[src/rtl/load_size_unit.sv]
// Load-side size unit: issues one memory read, waits MEM_LATENCY cycles, then
// returns a sign- or zero-extended byte, halfword or word with a done pulse.
module load_size_unit #(
    parameter int unsigned MEM_LATENCY = 1
) (
    input  logic        clk,
    input  logic        reset,
    input  logic        load_start,
    input  logic [1:0]  load_size_control,
    input  logic        load_signed,
    input  logic [31:0] address,
    output logic [31:0] mem_addr,
    output logic        mem_read,
    input  logic [31:0] mem_data_in,
    output logic [31:0] load_size_out,
    output logic        load_done,
    output logic        load_error,
    output logic        busy
);

    typedef enum logic [1:0] {
        S_IDLE = 2'b00,
        S_REQ  = 2'b01,
        S_WAIT = 2'b10,
        S_DONE = 2'b11
    } state_t;

    localparam logic [1:0] SIZE_BYTE    = 2'b00;
    localparam logic [1:0] SIZE_HALF    = 2'b01;
    localparam logic [1:0] SIZE_WORD    = 2'b10;
    localparam logic [1:0] SIZE_ILLEGAL = 2'b11;
    localparam logic [3:0] LATENCY      = 4'(MEM_LATENCY);

    state_t      state_q,    state_d;
    logic [3:0]  cnt_q,      cnt_d;
    logic [1:0]  size_q,     size_d;
    logic        signed_q,   signed_d;
    logic [31:0] mem_addr_q, mem_addr_d;
    logic        mem_read_q, mem_read_d;
    logic [31:0] result_q,   result_d;
    logic        done_q,     done_d;
    logic        error_q,    error_d;
    logic        busy_q,     busy_d;

    // Lane selection always uses the low bits of the returned word.
    function automatic logic [31:0] extract(input logic [1:0]  size,
                                            input logic        sgn,
                                            input logic [31:0] data);
        logic [31:0] res;
        case (size)
            SIZE_BYTE: res = {{24{sgn & data[7]}}, data[7:0]};
            SIZE_HALF: res = {{16{sgn & data[15]}}, data[15:0]};
            SIZE_WORD: res = data;
            default:   res = 32'h0000_0000;
        endcase
        return res;
    endfunction

    // Next-state and next-output logic; every output is registered below.
    always_comb begin
        state_d    = state_q;
        cnt_d      = cnt_q;
        size_d     = size_q;
        signed_d   = signed_q;
        mem_addr_d = mem_addr_q;
        mem_read_d = 1'b0;
        result_d   = result_q;
        done_d     = 1'b0;
        error_d    = error_q;

        case (state_q)
            S_IDLE: begin
                if (load_start) begin
                    if (load_size_control == SIZE_ILLEGAL) begin
                        state_d  = S_DONE;
                        done_d   = 1'b1;
                        error_d  = 1'b1;
                        result_d = 32'h0000_0000;
                    end else begin
                        state_d    = S_REQ;
                        mem_addr_d = address;
                        size_d     = load_size_control;
                        signed_d   = load_signed;
                        mem_read_d = 1'b1;
                    end
                end else begin
                    state_d = S_IDLE;
                end
            end
            S_REQ: begin
                cnt_d   = LATENCY;
                state_d = S_WAIT;
            end
            S_WAIT: begin
                // Data is valid in the cycle the counter reads one.
                if (cnt_q <= 4'd1) begin
                    state_d  = S_DONE;
                    cnt_d    = 4'd0;
                    done_d   = 1'b1;
                    error_d  = 1'b0;
                    result_d = extract(size_q, signed_q, mem_data_in);
                end else begin
                    cnt_d = cnt_q - 4'd1;
                end
            end
            S_DONE: begin
                state_d = S_IDLE;
            end
            default: begin
                state_d = S_IDLE;
            end
        endcase

        busy_d = (state_d != S_IDLE);
    end

    // State and output registers with synchronous reset.
    always_ff @(posedge clk) begin
        if (reset) begin
            state_q    <= S_IDLE;
            cnt_q      <= 4'd0;
            size_q     <= 2'b00;
            signed_q   <= 1'b0;
            mem_addr_q <= 32'h0000_0000;
            mem_read_q <= 1'b0;
            result_q   <= 32'h0000_0000;
            done_q     <= 1'b0;
            error_q    <= 1'b0;
            busy_q     <= 1'b0;
        end else begin
            state_q    <= state_d;
            cnt_q      <= cnt_d;
            size_q     <= size_d;
            signed_q   <= signed_d;
            mem_addr_q <= mem_addr_d;
            mem_read_q <= mem_read_d;
            result_q   <= result_d;
            done_q     <= done_d;
            error_q    <= error_d;
            busy_q     <= busy_d;
        end
    end

    assign mem_addr      = mem_addr_q;
    assign mem_read      = mem_read_q;
    assign load_size_out = result_q;
    assign load_done     = done_q;
    assign load_error    = error_q;
    assign busy          = busy_q;

endmodule

[config.mk]
export PLATFORM = sky130hd
export DESIGN_NAME = load_size_unit
export DESIGN_NICKNAME = d
export VERILOG_FILES = /design/src/rtl/load_size_unit.sv
export SDC_FILE = /design/constraint.sdc
export NUM_CORES = 1
export LEC_CHECK = 0
export ABC_AREA = 1
export BUFFER_PORTS_ARGS = -buffer_cell sky130_fd_sc_hd__buf_4
export CORE_AREA = 10 10 136 76
export CTS_BUF_LIST = sky130_fd_sc_hd__clkbuf_4 sky130_fd_sc_hd__clkbuf_8 sky130_fd_sc_hd__clkbuf_16
export DETAILED_ROUTE_END_ITERATION = 6
export DIE_AREA = 0 0 146 86
export HOLD_SLACK_MARGIN = 0.15
export PLACE_DENSITY = 0.74
export REMOVE_ABC_BUFFERS = 1
export SETUP_SLACK_MARGIN = 0.02
export SYNTH_ARGS = -nofsm -noshare
export SYNTH_HDL_FRONTEND = slang
export SYNTH_SLANG_ARGS = --single-unit
[constraint.sdc]
create_clock -name clk -period 1.4 [get_ports clk]
set_input_delay 0.14 -clock clk [delete_from_list [all_inputs] [get_ports clk]]
set_output_delay 0.14 -clock clk [all_outputs]
set_load 0.01 [all_outputs]
**Yosys cells after proc, flatten, opt, wreduce, memory -nomap -nowiden**

Cells that the tools add are included.

- Bits in registers: 77
- Bits of input ports: 70
- Output and inout port bits: 68

- Add/sub/neg operators: 1
- $lt $le $gt $ge: 1
- Equality and inequality tests: 9
- Multiplexer cells: 20
- Bitwise operators: 5
- Reduce and logical (&&, ||, !) cells: 8

Operators by type and width:

| kind | number |
|---|---|
| 32-bit two-way mux | 3 |
| 32-bit one-hot mux with 3 select lines | 1 |
| 32-bit one-hot mux with 2 select lines | 1 |
| 2-bit equality test, second input constant | 4 |
| 2-bit one-hot mux with 4 select lines | 1 |
| 4-bit one-hot mux with 2 select lines | 1 |
| 1-bit two-way mux | 7 |
| 2-bit two-way mux | 3 |
| 2-bit inequality test, second input constant | 3 |
| 2-bit nonzero test | 3 |
| 2-bit by 1-bit equality test with 1-bit output, second input constant | 2 |
| 4-bit by 1-bit less-or-equal comparator with 1-bit output, second input constant | 1 |
| 2-bit logical NOT | 2 |
| 4-bit two-way mux | 1 |
| 1-bit one-hot mux with 2 select lines | 2 |
| 4-bit AND reduction | 1 |
| 4-bit by 1-bit subtractor with 4-bit output, second input constant | 1 |
| 1-bit NOT | 3 |
| 3-bit AND reduction | 1 |
| 3-bit OR reduction | 1 |
| 1-bit bitwise AND | 2 |

**Depth between registers and ports, before layout**

Gate-level depths: netlist (run 1).

- Depth in word-level cells: 5
- Mapped depth: 12
- Gate-level depth less buffers: 11

**Worst setup path after synthesis (run 1)**

No wires, ideal clock.

- Path kind: reg-to-reg
- Start point: register cnt_q[0]
- End point: register result_q[2] (netlist: load_size_out[2])
- Library setup time: 116 ps
- Arrival: 1314 ps
- Path slack: -29 ps
- Stages on the path, launching flop included: 12
- Path buffers: 1
- Period minus slack after synthesis: 1429 ps
- Cell sequence: dfxtp_1 -> inv_1 -> ha_1 -> inv_2 -> nand2_1 -> nand2_2 -> nand2_1 -> nand2_4 -> inv_2 -> buf_4 -> nor2_1 -> nor2_1

- Longest elaborated chain between the ends: 3

Ends and longest elaborated chain:

| element | line | text |
|---|---|---|
| from (decl) | 35 | `logic [3:0] cnt_q, cnt_d;` |
| from (signal assigned) | 132 | `cnt_q <= cnt_d;` |
| 4-bit by 1-bit less-or-equal comparator with 1-bit output | 96 | `if (cnt_q <= 4'd1) begin` |
| 2-bit inequality test (no source line) | -- |  |
| 4-bit AND reduction (no source line) | -- |  |
| to (signal assigned) | 137 | `result_q <= result_d;` |
| to (decl) | 40 | `logic [31:0] result_q, result_d;` |

No other way between the ends.
A chain may end at the register's enable or synchronous reset.

**Worst setup path in the final report (run 1)**

- Start point: register state_q[1]
- End point: register mem_addr_q[2] (netlist: mem_addr[2])

- Longest elaborated chain between the ends: 2

Ends and longest elaborated chain:

| element | line | text |
|---|---|---|
| from (decl) | 34 | `state_t state_q, state_d;` |
| from (signal assigned) | 131 | `state_q <= state_d;` |
| 2-bit logical NOT | 71 | `case (state_q)` |
| 3-bit AND reduction (no source line) | -- |  |
| to (signal assigned) | 135 | `mem_addr_q <= mem_addr_d;` |
| to (decl) | 38 | `logic [31:0] mem_addr_q, mem_addr_d;` |

No other way between the ends.

==> impl_metrics.tcl, run 1 <==
set metrics [dict create \
    top_usage_layer "met2" \
    p_per_area_nw_per_um2 1180 \
    wl_um 15100 \
    dieArea_um2 12600 \
    cts-root-buf "clkbuf_16" \
    cts_tree "yes" \
    period_needed_ps 1570 \
    fmax_ghz 0.637 \
    holdWs_ps 172 \
    violations "negative setup slack" \
    fin_area_um2 6380 \
    via_count 4286 \
    start_util 0.425 \
    hold_end "load_size_out[2]" \
    crit_path_max_incr_delay_ps 340 \
    cts-buffers-inserted 9 \
    crit_path_top_delay_cell "dfxtp_2" \
    status "finished with violations" \
    grtUsageMet1 0.195 \
    final_cell_mix "158 x buf_4, 110 x nand2_1, 76 x nor2_1" \
    hold_viol_final 0 \
    yosys.cell_types.count 22 \
    power_leakage_nw 3.11 \
    io_pins 138 \
    drive_gt1_frac 0.423 \
    h-tree-depth 3 \
    drt_iter0_drc 300 \
    setup_violations 68 \
    hp-class "primary input to flop" \
    grt_max_degree 58 \
    route.detailed.drc 0 \
    async_flop_share 0 \
    overflow 0 \
    ys_seq_area_frac 0.462 \
    rows 23 \
    fin_crit_sh 1.12 \
    rsz0062_at_grt "yes" \
    layout_commonest_cell "buf_4" \
    cp-start-kind "flop" \
    area_growth_pct 91.2 \
    rr_startpoint "state_q[1]" \
    synthTopCellsByArea "dfxtp_1 46%, nand2_1 15%, nor2_1 13%, o21ai_0 6.3%, a21oi_1 4.3%" \
    maxCapViolations 0 \
    final_nets 795 \
    die_width_um 146 \
    via_per_inst 5.12 \
    place.gp.congestion 0.795 \
    portBuffers 137 \
    cts_num_sinks 77 \
    fin_skew_ps 7.08 \
    holdPathStages 5 \
    ir_drop_mv 0.930 \
    gr-usage-met3 0.0671 \
    grtUsageTotal 0.196 \
    cp-end-kind "flop" \
    synth_area_um2 3340 \
    layout_setup_ws_ps -169 \
    synth-edff-count 0 \
    maxSlewViolCount 0 \
    critical_path_required_ps 1620 \
    grt_pass1_vias 4222 \
    cts_max_path_buffers 2 \
    fp.dieH_um 86 \
    core_area_um2 7860 \
    crit_chain "inv_2 -> ha_4 -> nand2_4 -> buf_12 -> nor2_4 -> buf_4 -> clkbuf_16 -> o21ai_0 -> nor2_1" \
    synth_top_flop_cell "dfxtp_1" \
    clk_pin_slew_ps 60 \
    wl_per_cell_um 18.1 \
    netlist_instances 491 \
    grt_pass1_wl_um 20500 \
    detail-route-antenna-nets 0 \
    tightest_slew_ps 390 \
    dpl.hpwl_um 7310 \
    hp-start "mem_data_in[2]" \
    synth_top_area_frac 0.462 \
    worstPathArrival_ps 1790 \
    clock_latency_ps 340 \
    reg2reg_slack_ps -170 \
    cp_max_fo 9 \
    r2r_cells 9 \
    dpl_cell_area_um2 4590 \
    tns_ps -5070 \
    ys_ff_latch 77 \
    antenna_found_initial 1 \
    syn_avg_cell_area_um2 6.80 \
    ys_warn_count 0 \
    yosysTopAreaCell "dfxtp_1" \
    max-slew-margin-rel 0.739 \
    worstReg2RegEnd "mem_addr[2]" \
    met2_usage 0.366 \
    first_pass_iters 5 \
    critPathKind "flop to flop" \
]
-- state kept, by name (all words and copies together), names as in the netlist --
signal / cells
cnt_q: 4
mem_addr: 32
load_done: 1
state_q: 2
mem_read: 1
load_size_out: 32
size_q: 2
load_error: 1
busy: 1
signed_q: 1
-- per-stage QoR --
step / worst slack [ps] / utilization / total power, W / std cells
floorplan: -491 / - / 0.00331 / 466
global placement: -44.2 / 0.585 / 0.00407 / 736
detailed placement: -110 / 0.585 / 0.00410 / 736
CTS: -22.1 / 0.739 / 0.00695 / 825
global route: -220 / 0.813 / 0.00783 / 837
finish: -169 / 0.813 / 0.00755 / 837
-- cells by family after synthesis --
group	share of synthesized area
AOI/OAI and AO/OA	0.113
adders and majority gates	0.0187
DFF	0.462
buffers and inverters	0.0959
and+or+nand+nor	0.311
-- cells in the mapped netlist (2+ instances only) --
library cell,instances
nor2_1,116
nand2_1,131
buf_4,2
dfxtp_1,77
buf_2,7
buf_6,5
nor2_4,2
nand2_2,4
inv_2,7
ha_1,5
a21oi_1,29
inv_1,38
o21ai_0,42
a31oi_1,2
nand3_1,7
clkbuf_1,11
-- critical path: cells and delay by family, from the launching register on --
family                   cells  cell delay, ps
buffers and inverters        4             480
flip-flops                   1             340
AO/OA/AOI/OAI                1             240
AND/OR/NAND/NOR              3             200
adder cells (fa/ha/maj)      1             170
-- layer usage --
layer  routed length, um  vias up  part of all wire
li1                    -     1966                 -
met1                5440     2012              0.36
met2                7650      221              0.51
met3                1190       87             0.079
met4                 837        0             0.055
met5                   0        -                 0
-- where the power goes --
group / leakage [nW] / total (W) / switching (W) / internal, W
Combinational: 2.32 / 0.00239 / 0.00122 / 0.00117
Clock: 0.155 / 0.00258 / 0.000962 / 0.00162
Sequential: 0.634 / 0.00258 / 0.000152 / 0.00242
Total: 3.11 / 0.00755 / 0.00234 / 0.00521
-- how the worst max path moves through the flow --
| stage | startpoint | end | slack, ps | cells past startpoint |
|---|---|---|---|---|
| after floorplan | state_q[0] | load_size_out[17] | -490 | 9 |
| final | state_q[1] | mem_addr[2] | -170 | 9 |
| after global routing | state_q[1] | mem_addr[2] | -220 | 9 |
| after detailed placement | cnt_q[0] | load_size_out[3] | -110 | 12 |
| after global placement | cnt_q[0] | load_size_out[27] | -40 | 11 |
| after CTS | state_q[0] | load_size_out[3] | -20 | 12 |
-- area by class of cell --
type,count,area [um^2]
repair buffers,242,2260
multi-input cells,343,1920
flip-flops and latches,77,1550
fillers,429,1470
clock buffers,11,246
inverters,46,200
well taps,112,140
clock inverters,4,72.6
repair inverters,1,3.75
diodes,1,2.50
-- timing repair --
action | 4_1_cts | 5_1_grt
resized for setup | 53 | 105
endpoints found under the hold margin | 62 | 0
hold buffers | 59 | 0
gates cloned | 3 | 7
setup endpoints to repair | 61 | 75
setup buffers | 12 | 5
pin swaps | 19 | 17
(Power assumes the default switching activity.)
==> inputs of run 2 (changes only) <==
- GPL_ROUTABILITY_DRIVEN: unset -> 0
- GPL_TIMING_DRIVEN: unset -> 0
==> run 2 against run 1 <==
Net effect:
- routed wire length shrank 12%
- the flow still finishes with violations (negative setup slack)
- fmax rose by 7.9%
- die area is the same
- non-clock buffer count decreased by 19
- count of clock-buffer cells in the layout shrank 2
- clock power increased by 5%
==> impl_metrics.tcl, run 2 (synthesis gave the netlist of run 1 again) <==
set metrics [dict create \
    ir_drop_mv 0.730 \
    cts_max_path_buffers 2 \
    wl_per_cell_um 16.2 \
    fin_skew_ps 5.04 \
    area_growth_pct 76.3 \
    worstPathArrival_ps 1680 \
    via_per_inst 4.88 \
    h-tree-depth 3 \
    hp-class "primary input to flop" \
    ff_latch_area_um2 1550 \
    cts-root-buf "clkbuf_16" \
    total_power_w 0.00727 \
    period_needed_ps 1450 \
    tns_ps -182 \
    cp-end-kind "flop" \
    start_util 0.425 \
    clk_pin_slew_ps 60 \
    cts-buffers-inserted 9 \
    first_pass_iters 7 \
    fin_crit_sh 1.04 \
    portBuffers 137 \
    core_area_um2 7860 \
    fillers 528 \
    power_leakage_nw 2.93 \
    pwr-share-clk 0.372 \
    rows 23 \
    p_per_area_nw_per_um2 1240 \
    overflow 0 \
    hold_viol_final 0 \
    switchingPower_w 0.00216 \
    cts_num_sinks 77 \
    layout_commonest_cell "buf_4" \
    violations "negative setup slack" \
    via_count 4034 \
    intPower_w 0.00511 \
    fin_area_um2 5890 \
    dpl.hpwl_um 6670 \
    critPathKind "flop to flop" \
    netSwitchingFraction 0.297 \
    cp-start-kind "flop" \
    drt_iter0_drc 310 \
    seq_power_share 0.354 \
    fmax_ghz 0.688 \
    pre_cts_ws_ps -991 \
    dpl_cell_area_um2 4360 \
    clock_latency_ps 340 \
    wl_um 13400 \
    max-slew-margin-rel 0.519 \
    detail-route-antenna-nets 0 \
    tightest_slew_ps 721 \
    multi_input_area_um2 1750 \
    cts_tree "yes" \
    route.detailed.drc 0 \
    grt_pass1_wl_um 19400 \
    utilization 0.749 \
    maxCapViolations 0 \
    status "finished with violations" \
    rsz0062_at_grt "yes" \
    comb_power_share 0.274 \
    fp.dieH_um 86 \
    drive_gt1_frac 0.336 \
    critical_path_required_ps 1630 \
    final_cell_mix "157 x buf_4, 117 x nand2_1, 114 x nor2_1" \
    final_nets 784 \
    antenna_found_initial 1 \
    layout_setup_ws_ps -54.4 \
    die_width_um 146 \
    maxSlewViolCount 0 \
    dieArea_um2 12600 \
    io_pins 138 \
    setup_violations 11 \
    grt_max_degree 73 \
    grtUsageTotal 0.187 \
    cp_max_fo 12 \
    grt_pass1_vias 3908 \
]
[run 2: cell types whose count changed in the layout (fill, tap and decap cells not counted), moves of 8 or more]
| cell | change |
|---|---|
| a21oi_1 | +11 |
| a21oi_2 | -13 |
| buf_12 | -8 |
| nor2_1 | +38 |
| nor2_2 | -15 |
| nor2_4 | -22 |
[run 2: cell type report]
type,instances,share of cell area
Timing Repair inverter,3,0.00489
Tap cell,112,0.0238
Multi-Input combinational cell,349,0.297
Sequential cell,77,0.263
Clock buffer,9,0.0383
Clock inverter,7,0.0208
Inverter,46,0.0336
Antenna cell,1,0.000425
Timing Repair Buffer,223,0.318
[run 2: final timing paths]
check,startpoint,endpoint,slack (ps),cells after the start
min reg2reg,load_size_out[17],load_size_out[17],470,2
max reg2reg,state_q[0],load_size_out[9],-50,9
min,load_start,state_q[0],160,3
max,state_q[0],load_size_out[9],-50,9
[run 2: metal layers]
layer / GRT usage / part of all wire
met5: 0 / 0
met4: 0.0641 / 0.029
met3: 0.0681 / 0.077
met2: 0.354 / 0.51
met1: 0.190 / 0.38
[run 2: per-stage QoR]
stage | hold slack [ps] | std cells
2_1_floorplan | 209 | 466
5_1_grt | 186 | 827
3_3_place_gp | 341 | 715
6_report | 157 | 827
4_1_cts | 157 | 814
3_5_place_dp | 349 | 715
[run 2: critical path, cell delays in order, from the launching register on]
cell     delay [ps]
dfxtp_2         330
inv_4            80
ha_4            150
nand2_4          70
inv_4            70
nand2_4          70
nand2_8         150
nand2_4         150
a21oi_1         200
nor2_1           70
[run 2: what timing repair did]
action | CTS | global route
gates cloned | 9 | 1
pin swaps | 11 | 20
hold buffers | 61 | 0
hold endpoints to repair | 64 | 0
resized for setup | 40 | 43
endpoints found under the setup margin | 76 | 69
buffers inserted | 13 | 11
[run 2: power groups by stage]
stage / combinational (W) / clock [W] / sequential, W
3_5_place_dp: 0.00136 / 0 / 0.00259
6_report: 0.00199 / 0.00271 / 0.00257
2_1_floorplan: 0.000644 / 0 / 0.00267
3_3_place_gp: 0.00136 / 0 / 0.00258
5_1_grt: 0.00216 / 0.00282 / 0.00260
4_1_cts: 0.00173 / 0.00275 / 0.00255
==> inputs of run 3 (changes only) <==
- clock period: 1.4 -> 1.2 ns (I/O delays scaled with it)
==> run 3 against run 2 <==
Net effect:
- the run ends with negative hold slack, negative setup slack left
- hold slack worse by 170 ps
- clock skew up 4.2 ps
- routed wire length up 17%
- critical path depth up 1
- global-route usage up 2.4 points
- cell area up 6.0%
- sequential power up 18%
- core utilization up 4.5 points
- fmax down 2.9%
- die area unchanged
- power up 23%
- critical path type unchanged
- highest routed layer unchanged
==> impl_metrics.tcl, run 3 (synthesis gave the netlist of run 1 again) <==
set metrics [dict create \
    status "finished with violations" \
    violations "negative hold slack, negative setup slack" \
    ff_latch_area_um2 1550 \
    crit_path_max_incr_delay_ps 340 \
    max-slew-margin-rel 0.669 \
    core_area_um2 7860 \
    holdPathStages 2 \
    antenna_found_initial 1 \
    cp-end-kind "flop" \
    fmax_ghz 0.668 \
    cts-buffers-inserted 9 \
    route.detailed.drc 0 \
    ir_drop_mv 0.866 \
    tightest_slew_ps 496 \
    grtUsageTotal 0.211 \
    via_per_inst 5.29 \
    cts_max_path_buffers 2 \
    clock_latency_ps 340 \
    drt_iter0_drc 443 \
    critPathTopFamily "simple AND/OR/NAND/NOR gates" \
    drive_gt1_frac 0.380 \
    final_nets 797 \
    holdWs_ps -9.86 \
    grt_pass1_vias 4233 \
    fin_crit_sh 1.25 \
    p_per_area_nw_per_um2 1430 \
    fin_skew_ps 9.22 \
    maxSlewViolCount 0 \
    grt_max_degree 73 \
    hp-class "primary input to flop" \
    multi_input_area_um2 1900 \
    total_power_w 0.00892 \
    final_cell_mix "157 x buf_4, 121 x nand2_1, 89 x nor2_1" \
    critical_path_required_ps 1470 \
    layout_commonest_cell "buf_4" \
    path_buf_inv 2 \
    r2r_cells 10 \
    first_pass_iters 5 \
    die_width_um 146 \
    cts-root-buf "clkbuf_16" \
    clk_pin_slew_ps 70 \
    h-tree-depth 3 \
    reg2reg_slack_ps -300 \
    detail-route-antenna-nets 0 \
    power_leakage_nw 3.03 \
    hold_viol_final 1 \
    crit_chain "inv_2 -> ha_4 -> inv_2 -> nand2_2 -> nand2_4 -> nand2_8 -> nand2_4 -> nand2_1 -> nand2_1 -> nor2_1" \
    via_count 4447 \
    dpl.hpwl_um 6670 \
    rsz0062_at_grt "yes" \
    layout_setup_ws_ps -298 \
    start_util 0.425 \
    dieArea_um2 12600 \
    area_growth_pct 86.8 \
    rr_startpoint "cnt_q[1]" \
    fillers 445 \
    hold_end "cnt_q[1]" \
    portBuffers 137 \
    cts_num_sinks 77 \
    wl_per_cell_um 18.7 \
    critPathKind "flop to flop" \
    cts_tree "yes" \
    worstReg2RegEnd "load_size_out[30]" \
    grt_pass1_wl_um 21600 \
    cp-start-kind "flop" \
    dp_cells 715 \
    fp.dieH_um 86 \
    hp-start "reset" \
    worstPathArrival_ps 1770 \
    period_needed_ps 1500 \
    io_pins 138 \
    crit_path_top_delay_cell "dfxtp_2" \
    setup_violations 76 \
    instances_no_fill 840 \
    wl_um 15700 \
    pre_cts_ws_ps -1190 \
    cp_max_fo 6 \
    overflow 0 \
    tns_ps -16290 \
    utilization 0.794 \
    rows 23 \
    maxCapViolations 0 \
    hold_buffers 63 \
]
## run 3: cell types whose count changed in the layout (fill, tap and decap cells not counted), moves of 3 or more
cell | before | now
nor2_4 | 3 | 18
buf_12 | 1 | 5
o21ai_0 | 31 | 36
nor2_2 | 3 | 13
buf_6 | 2 | 6
a21oi_2 | 3 | 6
nand2_1 | 117 | 121
a21oi_1 | 25 | 22
nor2_1 | 114 | 89
nand2_2 | 10 | 6
o21ai_1 | 9 | 6
## run 3: area by class of cell
type                       instances  area share
tap                              112      0.0225
multi-input combinational        349       0.305
timing repair buffer             232       0.319
clock buffer                       9      0.0361
antenna                            1    0.000401
clock inverter                     7      0.0197
sequential                        77       0.248
inverter                          46      0.0343
timing repair inverter             7      0.0148
## run 3: what timing repair did
item | CTS | global route
pin swaps | 14 | 25
cloned | 13 | 0
gates resized for setup | 85 | 53
endpoints found under the hold margin | 67 | 4
buffers inserted | 17 | 15
endpoints found under the setup margin | 77 | 77
## run 3: metrics by stage
step / hold WS [ps] / area [um^2]
after floorplan: 189 / 3190
after global placement: 321 / 4360
after detailed placement: 329 / 4360
after CTS: -17.8 / 5890
after global routing: -14.0 / 6240
final: -9.86 / 6240
## run 3: routing by layer
metal | track usage | vias to the layer above | routed length (um)
met5 | 0 | - | 0
met2 | 0.378 | 307 | 7810
met4 | 0.115 | 0 | 873
met1 | 0.216 | 2063 | 5560
li1 | - | 1983 | -
met3 | 0.0760 | 94 | 1440
## run 3: how the worst max path moves through the flow
stage                from           endpoint  slack (ps)  cells after the start
2_1_floorplan  state_q[0]  load_size_out[17]        -690                      9
3_3_place_gp        reset               busy       -1390                      4
3_5_place_dp   state_q[0]  load_size_out[27]       -1190                      8
4_1_cts        state_q[1]   load_size_out[4]        -180                     11
5_1_grt         size_q[0]   load_size_out[8]        -360                      5
6_report         cnt_q[1]  load_size_out[30]        -300                     10
## run 3: where the power goes
| part | switching [W] | internal (W) |
|---|---|---|
| clock network | 0.00118 | 0.00204 |
| registers | 0.000191 | 0.00283 |
| logic | 0.00144 | 0.00123 |
